`src/rtl/job_seq_pkg.sv`:
```
// rtl/job_seq_pkg.sv - shared state encoding, default beat counts and counter sizing
package job_seq_pkg;

  typedef enum logic [1:0] {
    ST_IDLE = 2'd0,
    ST_MATW = 2'd1,
    ST_RUN  = 2'd2,
    ST_FIN  = 2'd3
  } state_e;

  localparam int DEF_MAT_BEATS = 1024;
  localparam int DEF_SRC_BEATS = 1024;
  localparam int DEF_DST_BEATS = 32;
  localparam int DEF_FRAME_W   = 16;

  // A single-beat counter still needs one bit of storage.
  function automatic int cnt_w(input int beats);
    return (beats > 1) ? $clog2(beats) : 1;
  endfunction

endpackage

```
`src/rtl/beat_frame_cnt.sv`:
```
// rtl/beat_frame_cnt.sv - modulo-BEATS beat counter with a wrap tick on the final beat
module beat_frame_cnt
  import job_seq_pkg::*;
#(
  parameter int BEATS = DEF_SRC_BEATS
) (
  input  logic                      clk_i,
  input  logic                      rst_i,
  input  logic                      clr_i,
  input  logic                      inc_i,
  output logic [cnt_w(BEATS)-1:0]   cnt_o,
  output logic                      wrap_o
);

  localparam int W = cnt_w(BEATS);
  localparam logic [W-1:0] LAST = W'(BEATS - 1);

  logic [W-1:0] cnt_q, cnt_d;

  assign wrap_o = inc_i & (cnt_q == LAST);
  assign cnt_o  = cnt_q;

  always_comb begin
    cnt_d = cnt_q;
    if (clr_i) begin
      cnt_d = '0;
    end else if (inc_i) begin
      cnt_d = (cnt_q == LAST) ? '0 : cnt_q + 1'b1;
    end
  end

  always_ff @(posedge clk_i) begin
    if (rst_i) begin
      cnt_q <= '0;
    end else begin
      cnt_q <= cnt_d;
    end
  end

endmodule

```
`src/rtl/job_seq.sv`:
```
// rtl/job_seq.sv - job sequencer driving engine matw/run/last and output TLAST from one start
module job_seq
  import job_seq_pkg::*;
#(
  parameter int MAT_BEATS = DEF_MAT_BEATS,
  parameter int SRC_BEATS = DEF_SRC_BEATS,
  parameter int DST_BEATS = DEF_DST_BEATS,
  parameter int FRAME_W   = DEF_FRAME_W
) (
  input  logic               clk,
  input  logic               rst,
  input  logic               start,
  input  logic               load_mat,
  input  logic [FRAME_W-1:0] frames,
  input  logic               abort,
  input  logic               in_valid,
  input  logic               in_ready,
  input  logic               out_valid,
  input  logic               out_ready,
  output logic               matw,
  output logic               run,
  output logic               last,
  output logic               tlast,
  output logic               busy,
  output logic               done,
  output logic               aborted,
  output logic [FRAME_W-1:0] frames_done
);

  localparam int OUT_W = cnt_w(DST_BEATS);
  localparam logic [OUT_W-1:0] OUT_LAST = OUT_W'(DST_BEATS - 1);

  state_e state_q, state_d;
  logic [FRAME_W-1:0] frames_q, frames_d;
  logic [FRAME_W-1:0] in_frame_q;
  logic [FRAME_W-1:0] frames_done_q;
  logic [FRAME_W-1:0] frame_last;
  logic               aborted_q, aborted_d;
  logic               job_clr;

  logic                       mat_inc, mat_wrap;
  logic                       in_inc, in_wrap;
  logic                       out_inc, out_wrap;
  logic                       final_beat;
  logic [cnt_w(MAT_BEATS)-1:0] mat_cnt_unused;
  logic [cnt_w(SRC_BEATS)-1:0] in_cnt_unused;
  logic [OUT_W-1:0]            out_cnt;

  // frames_q is non-zero whenever RUN is reachable, so frames-1 never underflows there.
  assign frame_last = frames_q - FRAME_W'(1);

  assign matw        = (state_q == ST_MATW);
  assign run         = (state_q == ST_RUN);
  assign busy        = (state_q != ST_IDLE);
  assign done        = (state_q == ST_FIN);
  assign aborted     = aborted_q;
  assign frames_done = frames_done_q;
  assign last        = run & (in_frame_q >= frame_last);

  assign mat_inc    = matw & in_valid;
  // Beats past the job's last source frame are left uncounted.
  assign in_inc     = run & in_valid & in_ready & (in_frame_q != frames_q);
  assign out_inc    = run & out_valid & out_ready;
  assign tlast      = run & out_valid & (out_cnt == OUT_LAST) & (frames_done_q == frame_last);
  assign final_beat = tlast & out_ready;

  beat_frame_cnt #(.BEATS(MAT_BEATS)) u_mat_cnt (
    .clk_i  (clk),
    .rst_i  (rst),
    .clr_i  (job_clr),
    .inc_i  (mat_inc),
    .cnt_o  (mat_cnt_unused),
    .wrap_o (mat_wrap)
  );

  beat_frame_cnt #(.BEATS(SRC_BEATS)) u_in_cnt (
    .clk_i  (clk),
    .rst_i  (rst),
    .clr_i  (job_clr),
    .inc_i  (in_inc),
    .cnt_o  (in_cnt_unused),
    .wrap_o (in_wrap)
  );

  beat_frame_cnt #(.BEATS(DST_BEATS)) u_out_cnt (
    .clk_i  (clk),
    .rst_i  (rst),
    .clr_i  (job_clr),
    .inc_i  (out_inc),
    .cnt_o  (out_cnt),
    .wrap_o (out_wrap)
  );

  always_comb begin
    state_d   = state_q;
    frames_d  = frames_q;
    aborted_d = 1'b0;
    job_clr   = 1'b0;
    if (abort && (state_q != ST_IDLE)) begin
      state_d   = ST_IDLE;
      aborted_d = 1'b1;
    end else begin
      unique case (state_q)
        ST_IDLE: begin
          if (start && !abort) begin
            job_clr  = 1'b1;
            frames_d = frames;
            if (load_mat) begin
              state_d = ST_MATW;
            end else if (frames != '0) begin
              state_d = ST_RUN;
            end else begin
              state_d = ST_FIN;
            end
          end
        end
        ST_MATW: begin
          if (mat_wrap) begin
            state_d = (frames_q != '0) ? ST_RUN : ST_FIN;
          end
        end
        ST_RUN: begin
          if (final_beat) begin
            state_d = ST_FIN;
          end
        end
        ST_FIN: begin
          state_d = ST_IDLE;
        end
        default: begin
          state_d = ST_IDLE;
        end
      endcase
    end
  end

  always_ff @(posedge clk) begin
    if (rst) begin
      state_q       <= ST_IDLE;
      frames_q      <= '0;
      aborted_q     <= 1'b0;
      in_frame_q    <= '0;
      frames_done_q <= '0;
    end else begin
      state_q   <= state_d;
      frames_q  <= frames_d;
      aborted_q <= aborted_d;
      if (job_clr) begin
        in_frame_q <= '0;
      end else if (in_wrap) begin
        in_frame_q <= in_frame_q + FRAME_W'(1);
      end
      if (job_clr) begin
        frames_done_q <= '0;
      end else if (out_wrap) begin
        frames_done_q <= frames_done_q + FRAME_W'(1);
      end
    end
  end

endmodule

```
`config.mk`:
```
export PLATFORM = sky130hd
export DESIGN_NAME = job_seq
export DESIGN_NICKNAME = d
export VERILOG_FILES = /design/src/rtl/job_seq_pkg.sv /design/src/rtl/beat_frame_cnt.sv /design/src/rtl/job_seq.sv
export SDC_FILE = /design/constraint.sdc
export NUM_CORES = 1
export LEC_CHECK = 0
export BUFFER_PORTS_ARGS = -buffer_cell sky130_fd_sc_hd__buf_2
export CORE_MARGIN = 4
export CORE_UTILIZATION = 47
export DETAILED_ROUTE_END_ITERATION = 8
export MAX_ROUTING_LAYER = met4
export PLACE_DENSITY = 0.66
export RECOVER_POWER = 25
export SLEW_MARGIN = 25
export SYNTH_ARGS = -nofsm -noshare
export SYNTH_HDL_FRONTEND = slang
export SYNTH_SLANG_ARGS = --single-unit
export TNS_END_PERCENT = 20
```
`constraint.sdc`:
```
create_clock -name clk -period 4.5 [get_ports clk]
set_clock_uncertainty 0.05 [all_clocks]
set_input_delay 1.35 -clock clk [delete_from_list [all_inputs] [get_ports clk]]
set_output_delay 1.35 -clock clk [all_outputs]
set_load 0.01 [all_outputs]
```
# --- Yosys cells after proc, flatten, opt, wreduce, memory -nomap -nowiden ---
# Cells that the tools add are included.
totals:
  elab_cells: 65
  memories: 0
  mem_bits_ro: 0
  mem_bits_rw: 0
  input_bits: 25
  latchBits: 0
  register_bits: 76
classes:
  addsub: 6
  bitwise_logic: 14
  n_mux: 14
  n_div: 0
  shifts: 0
  n_eq_ne: 11
  magnitude_cmp: 1
  reduce_logical: 11
  mul: 0
op_table:
  columns: ["op", "count"]
  rows:
  - ["16-bit by 1-bit adder with 16-bit output (second input constant)", 2]
  - ["16-bit nonzero test", 2]
  - ["10-bit by 1-bit adder with 10-bit output (second input constant)", 2]
  - ["10-bit equality test (second input constant)", 2]
  - ["10-bit 2-to-1 mux", 2]
  - ["16-bit equality test", 1]
  - ["16-bit greater-or-equal comparator", 1]
  - ["16-bit inequality test", 1]
  - ["16-bit by 1-bit subtractor with 16-bit output (second input constant)", 1]
  - ["1-bit bitwise AND", 13]
  - ["2-bit 2-to-1 mux", 4]
  - ["2-bit case mux with 4 select lines", 1]
  - ["1-bit 2-to-1 mux", 6]
  - ["3-bit AND reduction", 2]
  - ["5-bit by 1-bit adder with 5-bit output (second input constant)", 1]
  - ["5-bit equality test (second input constant)", 1]
  - ["5-bit 2-to-1 mux", 1]
  - ["2-bit equality test (second input constant)", 2]
  - ["2-bit by 1-bit inequality test with 1-bit output (second input constant)", 2]
  - ["2-bit OR reduction", 2]
  - ["2-bit by 1-bit equality test with 1-bit output (second input constant)", 1]
  - ["1-bit logical AND", 2]
  - ["2-bit logical NOT", 1]
  - ["2-bit inequality test (second input constant)", 1]
  - ["other kinds (3)", 3]

# --- Logic depth before layout (Yosys ltp) ---
# Gate-level depths: netlist of the first run.
logic_depth:
  word_depth: 7
  depth_mapped: 11
  mapped_depth_nobuf: 11

# --- Cells and area by module ---
# Synthesis of the first run repeated with hierarchy kept, for this count alone.
hier_totals:
  hier_cells: 555
  hier_area_um2: 4732.0
modules_own_cells:
  columns: ["module", "cells_each", "area_per_inst_um2", "n_inst"]
  rows:
  - ["job_seq", 422, 3478.3, 1]
  - ["beat_frame_cnt (u_in_cnt ...)", 55, 506.7, 2]
  - ["beat_frame_cnt (u_out_cnt)", 23, 240.2, 1]

# --- Worst setup path before layout of the first run ---
# Ideal clock, no wire load.
synth_timing:
  kind: "input to output"
  start: "input port out_valid"
  end: "output port tlast"
  arrival_time_ns: 2.734
  slack_ns: 0.366
  stages: 5
  t_required_ns: 3.100
  cell_sequence: "nand4_1 -> a2111oi_0 -> nand4_1 -> or4_1 -> nor3_1"
synth_via:
  elab_chain_len: 3
synth_rtl:
  columns: ["item", "line_no", "text"]
  rows:
  - ["from (decl)", "job_seq.sv:18", "input logic out_valid,"]
  - ["1-bit bitwise AND (3 in series)", "job_seq.sv:64", "assign tlast = run & out_valid & (out_cnt == OUT_LAST) & (frames_done_q == frame_last);"]
  - ["to (decl)", "job_seq.sv:23", "output logic tlast,"]
# No other way between the ends.

# --- Final worst setup path of the first run ---
layout_timing:
  start: "register frames_q[1]"
  end: "output port tlast"
layout_via:
  elab_chain_len: 3
layout_rtl:
  columns: ["item", "line_no", "text"]
  rows:
  - ["from (decl)", "job_seq.sv:34", "logic [FRAME_W-1:0] frames_q, frames_d;"]
  - ["from (signal assigned)", "job_seq.sv:146", "frames_q <= frames_d;"]
  - ["16-bit by 1-bit subtractor with 16-bit output", "job_seq.sv:50", "assign frame_last = frames_q - FRAME_W'(1);"]
  - ["16-bit equality test", "job_seq.sv:64", null]
  - ["1-bit bitwise AND", "job_seq.sv:64", null]
# No other way between the ends.

==> flow_metrics.py, run 1 <==
metrics = {
    "clock_tree": {
        "cts_hold_buffers": 0,
        "clock_sinks": 76,
        "clock_path_buffers": 2,
        "clock_latency_ns": 0.36,
        "ctsHtreeMaxLevel": 3,
        "clk_pin_slew_worst_paths_ns": 0.08,
        "cts_inserted_buffers": 9,
        "cts-root-buf": "clkbuf_8",
        "cts_tree": "done",
    },
    "global_route": {
        "antenna_found_initial": 0,
        "grt_usage": 0.212,
        "grt_pass1_vias": 3789,
        "grt_overflow": 0,
        "grt_pass1_wl_microns": 18800,
        "grt_start_max_net_pins": 26,
    },
    "critical_path": {
        "rr_worst_depth": 8,
        "rr_startpoint": "frames_q[1]$_SDFFE_PP0P_",
        "path_max_fanout": 6,
        "r2r_slack_ns": 0.97,
        "worst_ep_required_time_ns": 3.10,
        "critPathArrivalTime_ns": 3.05,
        "criticalPathCategory": "register to primary output",
        "cp-endpoint": "tlast",
        "r2r_end": "state_q[1]$_SDFFE_PP0P_",
        "cp-startpoint": "frames_q[1]$_SDFFE_PP0P_",
        "crit_path_start_kind": "register",
        "endpoint_kind": "primary output",
    },
    "place": {
        "place_area_sq_um": 4900,
        "pre_cts_ws_ns": 0.0291,
        "port_buffers": 47,
        "gp_congestion": 0.951,
        "post-place-cells": 710,
        "dpl.hpwl_microns": 8450,
    },
    "logic_synthesis": {
        "synth_ff_type": "dfxtp_1",
        "synth_edf_count": 0,
        "synthCells": 552,
        "ys_seq_area_frac": 0.328,
        "syn-num-nets": 605,
        "yosys_warnings": 0,
        "synth.distinct_cells": 58,
        "synth_compound_area_frac": 0.0986,
        "synthAdderAreaFrac": 0.0756,
        "syn_area_sq_um": 4630,
        "synth_top_family_by_area": "simple AND/OR/NAND/NOR gates",
        "avgSynthCellArea_sq_um": 8.39,
        "synth_simple_gate_area_frac": 0.261,
        "ys_seq_elements": 76,
        "synth.area.mux_share": 0.0173,
        "synth_xor_area_frac": 0.162,
        "synthArstFlopShare": 0,
    },
    "cells_and_area": {
        "fin_cells": 729,
        "area_delta_synth_final_pct": 12.0,
        "nets": 648,
        "n_antenna_cell": 0,
        "fin_area_sq_um": 5190,
        "drive_above_1_share": 0.163,
    },
    "route": {
        "drtAntennaViolNets": 0,
        "first_pass_iters": 4,
        "wirelength_microns": 11400,
        "drt_iter0_drc": 240,
        "vias": 3913,
        "drc": 0,
        "viasPerCell": 5.37,
        "routedWlPerCell_microns": 15.6,
    },
    "power_and_ir_drop": {
        "peakVddDrop_v": 0.000336,
        "p_per_area_nw_per_um2": 389,
        "leakagePower_nw": 2.20,
    },
    "timing": {
        "hold_viol": 0,
        "tns_ns": 0,
        "setup_viol": 0,
        "max-slew-margin-rel": 0.241,
        "min_period_ns": 4.45,
        "rsz0062_at_grt": "true",
        "whs_ns": 0.434,
        "worst_pin_slew_ns": 1.14,
        "setup_slack_ns": 0.0471,
        "max_freq_ghz": 0.225,
        "drv_slew": 0,
        "finalCritPeriodShare": 0.990,
    },
    "run": {
        "cap_violations": 0,
    },
    "floorplanning": {
        "ios": 48,
        "die_area_sq_um": 11500,
        "die_w_microns": 107,
        "chipHeight_microns": 107,
        "start_util": 0.492,
        "core_sq_um": 9420,
        "fp-row-count": 35,
    },
    "worst_hold_path": {
        "hp-class": "register to register",
        "whs_path_depth": 2,
    },
    "status": {
        "outcome": "finished, final reports clean",
    },
}
## area by class of cell
| type | count | area, sq um |
|---|---|---|
| flip-flops and latches | 76 | 1530 |
| inverters | 17 | 63.8 |
| well taps | 129 | 161 |
| clock buffers | 12 | 155 |
| fillers | 903 | 4230 |
| repair buffers | 60 | 327 |
| multi-input cells | 431 | 2900 |
| clock inverters | 4 | 47.5 |
## critical path: stages (launching register included)
cell and delay, ns:
dfxtp_4 0.37, or4_4 0.52, or4b_4 0.59, xnor2_2 0.17, nand4_1 0.10, or4_1 0.57
nor3_2 0.21, buf_2 0.16
## worst min path at each step
stage                     slack, ns                            start                               to
after floorplan                0.40  u_mat_cnt.cnt_o[6]$_SDFFE_PP0P_  u_mat_cnt.cnt_o[6]$_SDFFE_PP0P_
after global placement         0.41  u_mat_cnt.cnt_o[6]$_SDFFE_PP0P_  u_mat_cnt.cnt_o[6]$_SDFFE_PP0P_
after detailed placement       0.42  u_out_cnt.cnt_o[3]$_SDFFE_PP0P_  u_out_cnt.cnt_o[3]$_SDFFE_PP0P_
after CTS                      0.44  u_out_cnt.cnt_o[3]$_SDFFE_PP0P_  u_out_cnt.cnt_o[3]$_SDFFE_PP0P_
after global routing           0.47  u_out_cnt.cnt_o[3]$_SDFFE_PP0P_  u_out_cnt.cnt_o[3]$_SDFFE_PP0P_
final                          0.43  u_out_cnt.cnt_o[3]$_SDFFE_PP0P_  u_out_cnt.cnt_o[3]$_SDFFE_PP0P_
## flip-flops by register name (all words and copies together), names as in the netlist
register         flops
state_q              2
in_frame_q          16
u_mat_cnt.cnt_o     10
frames_q            16
u_out_cnt.cnt_o      5
u_in_cnt.cnt_o      10
frames_done         16
aborted              1
## routing by layer
layer / track usage / up-vias / share of wire
li1: - / 1987 / -
met1: 0.281 / 1817 / 0.47
met2: 0.320 / 92 / 0.45
met3: 0.0462 / 17 / 0.065
met4: 0.0712 / 0 / 0.017
met5: - / - / 0
## cells in the mapped netlist, types with 2 or more instances
master    instances  area, sq um
a21o_1            7         52.6
a21oi_1          32          160
and2_1            5         31.3
and2b_2           2         17.5
and3_1           14         87.6
buf_4             2         15.0
buf_6             5         56.3
clkbuf_1         14         52.6
clkbuf_8          4         55.1
dfxtp_1          76         1520
ha_1             28          350
inv_1            17         63.8
mux2i_1           8         80.1
nand2_1          61          229
nand2b_1          4         25.0
nand3_1          16         80.1
nand3b_1          4         30.0
nand4_1          15         93.8
nor2_1           65          244
nor2b_1           5         31.3
nor3_1            9         45.0
nor3b_1           3         22.5
nor4_1            9         56.3
nor4b_1           2         17.5
o21ai_0          15         75.1
o311ai_0          2         17.5
or2_2             3         18.8
or3_1            10         62.6
or4_1             4         30.0
or4b_4            2         27.5
xnor2_1          35          307
xor2_1           48          420
## where the power goes
part	internal (mW)	switching, mW
sequential	0.703	0.0467
clock	0.285	0.246
combinational	0.322	0.417
total	1.31	0.710
## timing repair
item                                    4_1_cts  5_1_grt
resized for setup                             9       13
endpoints found under the setup margin        2        2
setup buffers                                 2        1
pin swaps                                     3        6
## cells in the final DEF, fill, tap and decap left out, types with 3 or more instances in the layout
master	count
a21o_1	7
a21oi_1	31
and2_1	4
and3_1	14
buf_2	45
buf_4	12
clkbuf_1	4
clkbuf_8	11
dfxtp_1	72
ha_1	26
inv_1	17
mux2i_1	8
nand2_1	61
nand2b_1	4
nand3_1	16
nand3b_1	4
nand4_1	15
nor2_1	63
nor2b_1	5
nor3_1	8
nor4_1	9
o21ai_0	13
or2_2	3
or3_1	9
or4_1	3
xnor2_1	34
xor2_1	48
## cells by family (layout without fill, tap and decap cells)
| group | Yosys count | count (layout) |
|---|---|---|
| simple gates | 238 | 238 |
| xor+xnor | 84 | 84 |
| flops | 76 | 76 |
| compound gates | 73 | 73 |
| buf+inv | 45 | 93 |
| fa+ha+maj | 28 | 28 |
| mux | 8 | 8 |
## stage by stage
| step | utilization | total power [mW] |
|---|---|---|
| floorplan | - | 1.28 |
| global placement | 0.521 | 1.43 |
| detailed placement | 0.521 | 1.45 |
| CTS | 0.547 | 2.01 |
| global route | 0.551 | 2.14 |
| finish | 0.551 | 2.02 |
Power figures use the tool's default switching activity.
==> run 2, diff against run 1 <==
--- a/config.mk
+++ b/config.mk
@@ -9,6 +9,7 @@
 export CORE_MARGIN = 4
 export CORE_UTILIZATION = 47
 export DETAILED_ROUTE_END_ITERATION = 8
+export GPL_ROUTABILITY_DRIVEN = 0
 export MAX_ROUTING_LAYER = met4
 export PLACE_DENSITY = 0.66
 export RECOVER_POWER = 25
==> constraint.sdc (replaced) <==
create_clock -name clk -period 5 [get_ports clk]
set_clock_uncertainty 0.05 [all_clocks]
set_input_delay 1.5 -clock clk [delete_from_list [all_inputs] [get_ports clk]]
set_output_delay 1.5 -clock clk [all_outputs]
set_load 0.01 [all_outputs]
==> flow_metrics.py, run 2 (synthesized netlist as in run 1, its figures left out) <==
metrics = {
    "status": {
        "outcome": "finished, final reports clean",
    },
    "cells_and_area": {
        "fin_area_sq_um": 5060,
        "multi_input_area_sq_um": 2850,
        "n_antenna_cell": 0,
        "nFillCells": 940,
        "finish.utilization": 0.537,
        "area_delta_synth_final_pct": 9.16,
        "fin_cells": 719,
        "seq_area_sq_um": 1520,
        "drive_above_1_share": 0.114,
        "final_common_cell": "dfxtp_1",
        "nets": 639,
        "final_cell_mix": "dfxtp_1, nor2_1, nand2_1",
    },
    "clock_tree": {
        "cts_inserted_buffers": 9,
        "cts_tree": "done",
        "clock_path_buffers": 2,
        "clk_pin_slew_worst_paths_ns": 0.07,
        "clock_sinks": 76,
        "clock_latency_ns": 0.34,
        "ctsHtreeMaxLevel": 3,
        "cts-root-buf": "clkbuf_8",
    },
    "critical_path": {
        "endpoint_kind": "primary output",
        "crit_path_start_kind": "register",
        "criticalPathCategory": "register to primary output",
        "critPathArrivalTime_ns": 3.30,
        "crit_chain": "or4_1 > nor2_1 > nand2_1 > xor2_1 > ha_1 > a21o_1 > a21o_1 > a221oi_1 > o21ai_0 > buf_2",
        "path_max_fanout": 6,
        "cp_slowest_cell": "or4_1",
        "max_stage_delay_ns": 0.59,
        "worst_ep_required_time_ns": 3.45,
        "r2r_slack_ns": 1.33,
        "path_common_cell": "a21o_1",
    },
    "power_and_ir_drop": {
        "leakagePower_nw": 2.12,
        "total_power_mw": 1.76,
        "p_per_area_nw_per_um2": 348,
        "peakVddDrop_v": 0.000244,
    },
    "timing": {
        "drv_slew": 0,
        "max-slew-margin-rel": 0.473,
        "hold_viol": 0,
        "setup_viol": 0,
        "finalCritPeriodShare": 0.971,
        "min_period_ns": 4.85,
        "worst_pin_slew_ns": 0.790,
        "tns_ns": 0,
        "max_freq_ghz": 0.206,
        "rsz0062_at_grt": "false",
    },
    "route": {
        "drtAntennaViolNets": 0,
        "drc": 0,
        "drt_iter0_drc": 264,
        "routedWlPerCell_microns": 15.4,
        "vias": 3903,
        "wirelength_microns": 11100,
        "first_pass_iters": 4,
        "viasPerCell": 5.43,
    },
    "place": {
        "port_buffers": 47,
        "post-place-cells": 704,
        "dpl.hpwl_microns": 8490,
        "place_area_sq_um": 4860,
    },
    "global_route": {
        "grt_pass1_vias": 3933,
        "grt_usage": 0.209,
        "grt_pass1_wl_microns": 18800,
        "grt_overflow": 0,
        "antenna_found_initial": 0,
        "grt_start_max_net_pins": 25,
    },
    "floorplanning": {
        "start_util": 0.492,
        "fp-row-count": 35,
        "ios": 48,
        "core_sq_um": 9420,
        "die_w_microns": 107,
        "chipHeight_microns": 107,
        "die_area_sq_um": 11500,
    },
    "run": {
        "cap_violations": 0,
    },
    "worst_hold_path": {
        "hp-class": "register to register",
    },
}
run 2: changes by cell type in the layout (fill, tap and decap cells not counted), sizes merged:
| cell | change |
|---|---|
| buf | -14 |
| clkbuf | +7 |
| clkinv | -2 |
| clkinvlp | -1 |
run 2: path summary, 6_finish.rpt:
| check | startpoint | to | cells past startpoint |
|---|---|---|---|
| worst max-delay path | frames_q[0]$_SDFFE_PP0P_ | last | 10 |
| worst min-delay path | u_mat_cnt.cnt_o[6]$_SDFFE_PP0P_ | u_mat_cnt.cnt_o[6]$_SDFFE_PP0P_ | 2 |
| worst max register to register | frames_q[7]$_SDFFE_PP0P_ | state_q[1]$_SDFFE_PP0P_ | 8 |
| worst min register to register | u_mat_cnt.cnt_o[6]$_SDFFE_PP0P_ | u_mat_cnt.cnt_o[6]$_SDFFE_PP0P_ | 2 |
run 2: cell type report:
cell class | count | share of cell area
multi-input cells | 431 | 0.564
flip-flops and latches | 76 | 0.301
repair buffers | 51 | 0.0505
clock buffers | 14 | 0.0342
well taps | 129 | 0.0319
inverters | 17 | 0.0126
clock inverters | 1 | 0.00594
run 2: critical path: cells and delay by family (launching register included):
kind / cells / cell delay, ns
simple gates: 3 / 1.05
compound gates: 4 / 0.90
flops: 1 / 0.38
fa+ha+maj: 1 / 0.31
buf+inv: 1 / 0.17
xor+xnor: 1 / 0.16
run 2: where the power goes:
group,total (mW),leakage (nW),switching (mW),internal [mW]
clock,0.479,0.103,0.210,0.270
combinational,0.599,1.40,0.341,0.257
sequential,0.681,0.614,0.0489,0.632
total,1.76,2.12,0.600,1.16
run 2: layer usage:
metal  GRT usage  vias up  share of wire
li1            -     1966              -
met1       0.266     1833           0.46
met2       0.333       89           0.47
met3      0.0516       15          0.055
met4      0.0530        0          0.014
met5           -        -              0
run 2: what timing repair did:
action | CTS | global route
hold buffers | 0 | 0
resized for setup | 0 | 1
setup buffers | 0 | 0
endpoints found under the hold margin | 0 | 0
endpoints found under the setup margin | 0 | 2
run 2: stage by stage:
step / setup slack [ns] / hold WS, ns
2_1_floorplan: 0.566 / 0.399
3_3_place_gp: 0.281 / 0.412
3_5_place_dp: 0.253 / 0.425
4_1_cts: 0.104 / 0.438
5_1_grt: 0.00941 / 0.459
6_report: 0.146 / 0.436
